### config.mk
export PLATFORM = sky130hd
export DESIGN_NAME = ras_predictor
export DESIGN_NICKNAME = d
export VERILOG_FILES = /design/src/rtl/ras_predictor_pkg.sv /design/src/rtl/ras_predictor_call_stack.sv /design/src/rtl/ras_predictor.sv
export SDC_FILE = /design/constraint.sdc
export NUM_CORES = 1
export LEC_CHECK = 0
export BUFFER_PORTS_ARGS = -buffer_cell sky130_fd_sc_hd__buf_4
export CAP_MARGIN = 15
export CORE_MARGIN = 1.5
export CORE_UTILIZATION = 52
export CTS_BUF_LIST = sky130_fd_sc_hd__clkbuf_16
export DETAILED_ROUTE_END_ITERATION = 10
export GPL_TIMING_DRIVEN = 0
export PLACE_DENSITY = 0.78
export RECOVER_POWER = 100
export SLEW_MARGIN = 40
export SYNTH_ARGS = -nofsm -noshare
export SYNTH_HDL_FRONTEND = slang
export SYNTH_HIERARCHICAL = 1
export SYNTH_SLANG_ARGS = --single-unit
### constraint.sdc
create_clock -name clk -period 4.03 [get_ports clk]
set_clock_uncertainty 0.15 [all_clocks]
set_input_delay 0.6045 -clock clk [delete_from_list [all_inputs] [get_ports clk]]
set_output_delay 0.6045 -clock clk [all_outputs]
set_load 0.05 [all_outputs]
### src/rtl/ras_predictor_pkg.sv
// ras_predictor_pkg
// Shared RV32I core definitions used by the return-address predictor:
// opcode and register encodings for the link-register hint rules, the
// canonical NOP, and the stack-operation enum produced by decode.
package ras_predictor_pkg;

    localparam logic [6:0]  OPC_JAL   = 7'b1101111;
    localparam logic [6:0]  OPC_JALR  = 7'b1100111;
    localparam logic [4:0]  REG_RA    = 5'd1;
    localparam logic [4:0]  REG_T0    = 5'd5;
    localparam logic [31:0] NOP_INSTR = 32'h0000_0013;

    typedef enum logic [1:0] {
        RAS_NONE,
        RAS_PUSH,
        RAS_POP,
        RAS_SWAP
    } ras_op_t;

    // x1 (ra) and x5 (t0) are both treated as link registers.
    function automatic logic is_link(input logic [4:0] r);
        return (r == REG_RA) || (r == REG_T0);
    endfunction

endpackage

### src/rtl/ras_predictor_call_stack.sv
// call_stack
// Circular return-address stack. A push while full overwrites the oldest
// entry by pointer wrap; a pop on an empty stack is ignored; a pop and push
// together replace the top entry and leave the count unchanged.
// Ports:
//   clk, aresetn   clock, asynchronous active-low reset
//   push, pop      operation enables (already qualified by the caller)
//   push_data      value written on push
//   top            current top-of-stack entry
//   full, empty    occupancy flags
module call_stack #(
    parameter int DPT = 8,
    parameter int DW  = 32
) (
    input  logic          clk,
    input  logic          aresetn,
    input  logic          push,
    input  logic          pop,
    input  logic [DW-1:0] push_data,
    output logic [DW-1:0] top,
    output logic          full,
    output logic          empty
);
    localparam int PW = $clog2(DPT);
    localparam int CW = $clog2(DPT) + 1;
    localparam logic [CW-1:0] FULL_CNT = CW'(DPT);

    logic [DW-1:0] mem [DPT];
    logic [PW-1:0] wr_ptr;
    logic [PW-1:0] top_ptr;
    logic [CW-1:0] count;
    logic          pop_eff;

    assign top_ptr = wr_ptr - PW'(1);
    assign pop_eff = pop & ~empty;
    assign full    = (count == FULL_CNT);
    assign empty   = (count == '0);
    assign top     = mem[top_ptr];

    // Pointer and occupancy tracking. The write pointer always names the
    // next free slot, so the top lives one below it. Once full, further
    // pushes keep advancing the pointer (dropping the oldest frame) while the
    // count saturates at the depth.
    always_ff @(posedge clk or negedge aresetn) begin
        if (!aresetn) begin
            wr_ptr <= '0;
            count  <= '0;
        end else if (pop_eff && !push) begin
            wr_ptr <= top_ptr;
            count  <= count - CW'(1);
        end else if (push && !pop_eff) begin
            wr_ptr <= wr_ptr + PW'(1);
            if (!full) begin
                count <= count + CW'(1);
            end
        end
    end

    // Entry storage has no reset; the count alone decides what is live.
    // A combined pop and push rewrites the current top in place.
    always_ff @(posedge clk) begin
        if (push && aresetn) begin
            if (pop_eff) begin
                mem[top_ptr] <= push_data;
            end else begin
                mem[wr_ptr] <= push_data;
            end
        end
    end

endmodule

### src/rtl/ras_predictor.sv
// ras_predictor
// Fetch-side return-address predictor. Classifies each accepted instruction
// as call / return / coroutine swap using the link-register hint rules,
// drives a call_stack with PC+4 pushes and return pops, and forwards the
// instruction through a one-deep valid/ready register with a predicted
// redirect target.
// Optional feature: define RAS_JAL_PRED_EN to also predict every JAL target
// (PC + J-immediate). Without it only returns produce a prediction.
// Ports:
//   clk, aresetn                   clock, asynchronous active-low reset
//   i_flush                        kills the current input and output register
//   i_pc, i_instr, i_valid, o_ready   upstream handshake
//   o_pc, o_instr, o_valid, i_ready   downstream handshake
//   o_pred_vld, o_pred_target      predicted redirect
//   o_ras_full, o_ras_empty        stack status flags
module ras_predictor
    import ras_predictor_pkg::*;
#(
    parameter int PC_W    = 32,
    parameter int RAS_DPT = 8
) (
    input  logic            clk,
    input  logic            aresetn,
    input  logic            i_flush,
    input  logic [PC_W-1:0] i_pc,
    input  logic [31:0]     i_instr,
    input  logic            i_valid,
    output logic            o_ready,
    output logic [PC_W-1:0] o_pc,
    output logic [31:0]     o_instr,
    output logic            o_valid,
    input  logic            i_ready,
    output logic            o_pred_vld,
    output logic [PC_W-1:0] o_pred_target,
    output logic            o_ras_full,
    output logic            o_ras_empty
);

    function automatic ras_op_t decode_op(input logic [31:0] instr);
        logic [4:0] rd;
        logic [4:0] rs1;
        logic       rd_link;
        logic       rs1_link;
        rd       = instr[11:7];
        rs1      = instr[19:15];
        rd_link  = is_link(rd);
        rs1_link = is_link(rs1);
        decode_op = RAS_NONE;
        if (instr[6:0] == OPC_JAL) begin
            if (rd_link) begin
                decode_op = RAS_PUSH;
            end
        end else if (instr[6:0] == OPC_JALR) begin
            if (rd_link && !rs1_link) begin
                decode_op = RAS_PUSH;
            end else if (!rd_link && rs1_link) begin
                decode_op = RAS_POP;
            end else if (rd_link && rs1_link) begin
                decode_op = (rs1 != rd) ? RAS_SWAP : RAS_PUSH;
            end
        end
    endfunction

    ras_op_t         op;
    logic            fire;
    logic            stack_push;
    logic            stack_pop;
    logic [PC_W-1:0] stack_top;
    logic            pred_vld_d;
    logic [PC_W-1:0] pred_target_d;

    assign o_ready = ~o_valid | i_ready;
    assign fire    = i_valid & o_ready & ~i_flush;
    assign op      = decode_op(i_instr);

`ifdef RAS_JAL_PRED_EN
    logic [20:0] jal_imm;
    assign jal_imm = {i_instr[31], i_instr[19:12], i_instr[20], i_instr[30:21], 1'b0};
`endif

    // Stack enables are qualified by fire so flushed or stalled inputs never
    // touch the speculative stack. A return predicts the top as it stands
    // before this edge's pop/push takes effect.
    always_comb begin
        stack_push    = fire & ((op == RAS_PUSH) | (op == RAS_SWAP));
        stack_pop     = fire & ((op == RAS_POP)  | (op == RAS_SWAP));
        pred_vld_d    = ((op == RAS_POP) | (op == RAS_SWAP)) & ~o_ras_empty;
        pred_target_d = pred_vld_d ? stack_top : '0;
`ifdef RAS_JAL_PRED_EN
        if (i_instr[6:0] == OPC_JAL) begin
            pred_vld_d    = 1'b1;
            pred_target_d = i_pc + {{(PC_W-21){jal_imm[20]}}, jal_imm};
        end
`endif
    end

    call_stack #(
        .DPT (RAS_DPT),
        .DW  (PC_W)
    ) u_call_stack (
        .clk       (clk),
        .aresetn   (aresetn),
        .push      (stack_push),
        .pop       (stack_pop),
        .push_data (i_pc + PC_W'(4)),
        .top       (stack_top),
        .full      (o_ras_full),
        .empty     (o_ras_empty)
    );

    // Output register stage. Flush wins over everything, then a new fire
    // loads, otherwise a consumed entry is retired. The prediction flag is
    // retired with the valid so it never appears without an instruction.
    always_ff @(posedge clk or negedge aresetn) begin
        if (!aresetn) begin
            o_valid       <= 1'b0;
            o_pc          <= '0;
            o_instr       <= NOP_INSTR;
            o_pred_vld    <= 1'b0;
            o_pred_target <= '0;
        end else if (i_flush) begin
            o_valid    <= 1'b0;
            o_pred_vld <= 1'b0;
        end else if (fire) begin
            o_valid       <= 1'b1;
            o_pc          <= i_pc;
            o_instr       <= i_instr;
            o_pred_vld    <= pred_vld_d;
            o_pred_target <= pred_target_d;
        end else if (o_valid && i_ready) begin
            o_valid    <= 1'b0;
            o_pred_vld <= 1'b0;
        end
    end

endmodule

==> parameters.txt <==
Parameter                              Value

STA
  Unrepaired setup endpoints after global routing ... no
  Maximum clock rate ... 264 MHz
  Final Hold Viols ... 0
  Min Clock Period, post-route ... around 3800 ps
  Worst slack on hold paths ... roughly 88 ps
  Final count of negative-setup-slack endpoints ... 0
  Final slew viol count ... 7
  Fin Setup TNS ... 0 ps
  Measured slew at the worst slew-check pin ... 1830 ps
  Period utilisation layout ... 0.938
  Rel. slew slack ... -0.229

GRT
  Antenna violations before repair ... 0
  First-pass GRT wire length ... 51300 µm
  Maximum number of pins on one net before global-route repair ... 61
  Total global routing track utilization ... 0.241
  Final global-route overflow total ... 0
  Number of global-route vias before repair ... approximately 8.8k

Critical path
  Max stage delay cell, worst path ... sky130_fd_sc_hd__or4_1
  Buffers plus inverters on the worst setup path ... 5
  Largest stage delay on the critical path ... 650 ps
  Worst Setup Path Type ... reg2reg
  Sequence of cells on the critical path ... buf_4 -> inv_1 -> ha_1 -> clkbuf_2 -> clkbuf_1 -> or4_1 -> a21oi_4 -> clkbuf_2
  Capturing element type of the critical path ... flip-flop
  Cell type with the highest occurrence count on the critical path ... sky130_fd_sc_hd__clkbuf_2
  Maximum fanout encountered on the critical timing path ... 12
  Critical path arrival ... 3820 ps
  Critical Path Source Type ... flip-flop
  Kind of cell adding the most delay to the critical path ... buffers and inverters
  Required time at the endpoint of the critical path ... between 4000 and 5000 ps

Logic synthesis
  Number of cells produced by synthesis ... 836
  Post-synthesis sequential area ratio ... 0.711
  Synthesis warning total ... 6
  Flip-flop and latch count after synthesis ... 361
  Nets in the synthesized netlist ... between 900 and 1k
  Asr flop ratio synth ... 0.291
  Number of enable-type register cells in the synthesized netlist ... 256
  Count of different cell masters after synthesis ... 48
  Post-Syn Area per Cell ... 17.3 µm²
  Synthesized cell area ... around 15000 µm²
  Primary FF master, synth ... sky130_fd_sc_hd__edfxtp_1

Pwr
  Leakage Power ... 6.34 nW
  Worst supply voltage drop on vdd ... about 0.32 mV
  Power density cells ... approximately 500 nW/µm²

Cells and area
  Share of cells above drive strength 1 ... 0.274
  Net count of the finished layout ... 1136
  Final cell area excluding filler cells ... around 17000 µm²
  End-of-flow core utilization ... 0.643
  Fill count ... 1920
  Sequential standard cell area ... 10300 µm²
  Area of combinational cells with multiple inputs ... 3920 µm²
  Filler-free cell count of the finished design ... between 1k and 1.5k
  Area growth from synthesis to final layout ... 20.5%
  Antenna cells ... 0

Die
  Die span in x ... 170 µm
  Total die area ... 28900 µm²
  Num ports ... 170
  Overall die height ... 170 µm
  Row count ... 60
  Area of the core ... 27200 µm²
  Initial Util ... 0.534

Routing
  Routed length per placed instance ... 22.9 µm
  Total Routed Length ... between 30000 and 40000 µm
  Drt first-iter violations ... 892
  DRC errors left ... 0
  Detailed-route via count ... between 8k and 9k
  Post-DRT Antenna Nets ... 0
  Number of optimization iterations in the first detailed-route pass ... 5
  Per-cell via count in the routed design ... 5.76

Clock tree
  Buffers from clock root to sink, at most ... 3
  Clock Tree Root ... sky130_fd_sc_hd__clkbuf_16
  CTS tree ... done
  Clock-pin slew on the worst setup and hold paths ... 60 ps
  Number of buffers created by CTS ... 37
  Number of levels in the clock H-tree ... 2
  Clk sinks ... roughly 360
  Post-CTS Setup Bufs ... 0
  Source-to-sink clock delay at the later pin of the worst-skew pair ... 530 ps

Hold path
  Path type of the worst min-delay path ... in2reg

Placed design
  I/O Buffers ... 169
  Detail Placement HPWL ... 22700 µm
  Cell total after placement ... 1395
  Final GP Congestion ... 0.781
  Cell area reported after detailed placement ... between 15000 and 20000 µm²

Status
  Result of the run ... complete, but fails checks
  Violations in the final reports ... max-capacitance violations, max-slew violations

Flow run
  Number of violations of the max-capacitance limit ... 1
[registers in the layout, indices dropped and copies added (netlist names)]
name and cells:
u_call_stack/wr_ptr 3, o_pred_target 32, u_call_stack/mem 256, o_pc 32
o_pred_vld 1, o_instr 32, u_call_stack/count 4, o_valid 1
[routing by layer]
metal,wire length [µm],share of wire,vias up,GRT usage
met5,0,0,-,0
met4,799,0.024,0,0.0808
met3,2150,0.064,70,0.0419
met2,17500,0.52,343,0.413
met1,13100,0.39,4337,0.315
li1,-,-,3672,-
[worst reg2reg max path, cell delays in order (launching register included)]
cell and delay [ps]:
sky130_fd_sc_hd__dfrtp_1 430, sky130_fd_sc_hd__buf_4 260, sky130_fd_sc_hd__inv_1 190, sky130_fd_sc_hd__ha_1 340, sky130_fd_sc_hd__clkbuf_2 180, sky130_fd_sc_hd__clkbuf_1 320
sky130_fd_sc_hd__or4_1 660, sky130_fd_sc_hd__a21oi_4 500, sky130_fd_sc_hd__clkbuf_2 420
[report_power, final]
part	total (mW)	internal, mW	switching (mW)
clock network	3.64	2.24	1.40
registers	4.16	4.10	0.0550
logic	0.868	0.222	0.646
total	8.66	6.56	2.10
[synthesized netlist by cell type, types with 2 or more instances]
library cell	n	share of area
sky130_fd_sc_hd__a21oi_1	10	0.0035
sky130_fd_sc_hd__a22o_1	32	0.019
sky130_fd_sc_hd__and3_1	5	0.0022
sky130_fd_sc_hd__and4_1	2	0.0012
sky130_fd_sc_hd__buf_2	15	0.0052
sky130_fd_sc_hd__buf_4	6	0.0031
sky130_fd_sc_hd__buf_6	4	0.0031
sky130_fd_sc_hd__clkbuf_1	13	0.0034
sky130_fd_sc_hd__clkbuf_2	2	0.00069
sky130_fd_sc_hd__dfrtp_1	102	0.18
sky130_fd_sc_hd__dfstp_2	3	0.0054
sky130_fd_sc_hd__edfxtp_1	256	0.53
sky130_fd_sc_hd__ha_1	5	0.0043
sky130_fd_sc_hd__inv_1	9	0.0023
sky130_fd_sc_hd__inv_2	2	0.00052
sky130_fd_sc_hd__mux2_2	62	0.048
sky130_fd_sc_hd__mux4_2	64	0.099
sky130_fd_sc_hd__nand2_1	116	0.030
sky130_fd_sc_hd__nand2b_1	2	0.00086
sky130_fd_sc_hd__nand3_1	12	0.0041
sky130_fd_sc_hd__nand4_1	9	0.0039
sky130_fd_sc_hd__nand4b_1	2	0.0012
sky130_fd_sc_hd__nor2_1	22	0.0057
sky130_fd_sc_hd__nor3_1	9	0.0031
sky130_fd_sc_hd__nor3b_1	2	0.0010
sky130_fd_sc_hd__nor4_1	5	0.0022
sky130_fd_sc_hd__o21ai_0	8	0.0028
sky130_fd_sc_hd__or4_1	2	0.0010
sky130_fd_sc_hd__xnor2_1	24	0.014
sky130_fd_sc_hd__xor2_1	13	0.0079
[stage by stage]
stage | total power, mW | setup slack [ps]
final | 8.66 | 248
after global placement | 5.18 | -2110
after detailed placement | 5.21 | -379
after CTS | 8.83 | 39.1
after global routing | 8.90 | 122
after floorplan | 4.84 | -478
[cells in the final DEF, fill, tap and decap left out, types with 5 or more instances in the layout]
| master | netlist | final |
|---|---|---|
| sky130_fd_sc_hd__buf_2 | 15 | 8 |
| sky130_fd_sc_hd__clkbuf_2 | 2 | 5 |
| sky130_fd_sc_hd__nor3_1 | 9 | 9 |
| sky130_fd_sc_hd__ha_1 | 5 | 5 |
| sky130_fd_sc_hd__o21ai_0 | 8 | 8 |
| sky130_fd_sc_hd__inv_1 | 9 | 18 |
| sky130_fd_sc_hd__nor4_1 | 5 | 7 |
| sky130_fd_sc_hd__bufinv_16 | 0 | 8 |
| sky130_fd_sc_hd__nor2_1 | 22 | 18 |
| sky130_fd_sc_hd__xnor2_1 | 24 | 24 |
| sky130_fd_sc_hd__clkbuf_1 | 13 | 124 |
| sky130_fd_sc_hd__mux4_2 | 64 | 64 |
| sky130_fd_sc_hd__edfxtp_1 | 256 | 256 |
| sky130_fd_sc_hd__and3_1 | 5 | 5 |
| sky130_fd_sc_hd__a22o_1 | 32 | 32 |
| sky130_fd_sc_hd__dfrtp_1 | 102 | 102 |
| sky130_fd_sc_hd__buf_4 | 6 | 72 |
| sky130_fd_sc_hd__nand4_1 | 9 | 9 |
| sky130_fd_sc_hd__a21oi_1 | 10 | 8 |
| sky130_fd_sc_hd__buf_16 | 0 | 8 |
| sky130_fd_sc_hd__buf_8 | 0 | 6 |
| sky130_fd_sc_hd__mux2_2 | 62 | 62 |
| sky130_fd_sc_hd__xor2_1 | 13 | 13 |
| sky130_fd_sc_hd__nand3_1 | 12 | 13 |
| sky130_fd_sc_hd__nand2_1 | 116 | 115 |
| sky130_fd_sc_hd__clkbuf_16 | 0 | 38 |
[cell families after synthesis]
family | count (synthesis) | synth area share
AOI/OAI and AO/OA | 56 | 0.0305
adders and majority gates | 5 | 0.00431
DFF | 361 | 0.711
and+or+nand+nor | 198 | 0.0647
buffers and inverters | 52 | 0.0185
xor gates and xnor gates | 37 | 0.0223
muxes | 127 | 0.148
[final cells by class]
| type | count | share of cell area |
|---|---|---|
| flip-flops and latches | 361 | 0.590 |
| multi-input cells | 423 | 0.224 |
| repair buffers | 188 | 0.0704 |
| clock buffers | 38 | 0.0544 |
| well taps | 372 | 0.0266 |
| clock inverters | 29 | 0.0205 |
| plain buffers | 40 | 0.0114 |
| inverters | 11 | 0.00236 |
[worst paths after layout]
check / startpoint / slack, ps / end / cells after the start
max: u_call_stack/wr_ptr[0] / 250 / u_call_stack/mem[2][22] / 8
min: i_flush / 90 / o_valid / 2
max reg2reg: u_call_stack/wr_ptr[0] / 250 / u_call_stack/mem[2][22] / 8
min reg2reg: o_pc[2] / 340 / o_pc[2] / 2
max in group asynchronous: aresetn / 2620 / o_instr[1] / 3
min in group asynchronous: aresetn / 430 / o_pc[26] / 2
[timing repair]
action,CTS,global route
hold buffers,1,0
hold endpoints to repair,46,0
setup endpoints to repair,21,13
pin swaps,0,0
gates resized for setup,2,0
(Power assumes the default switching activity.)
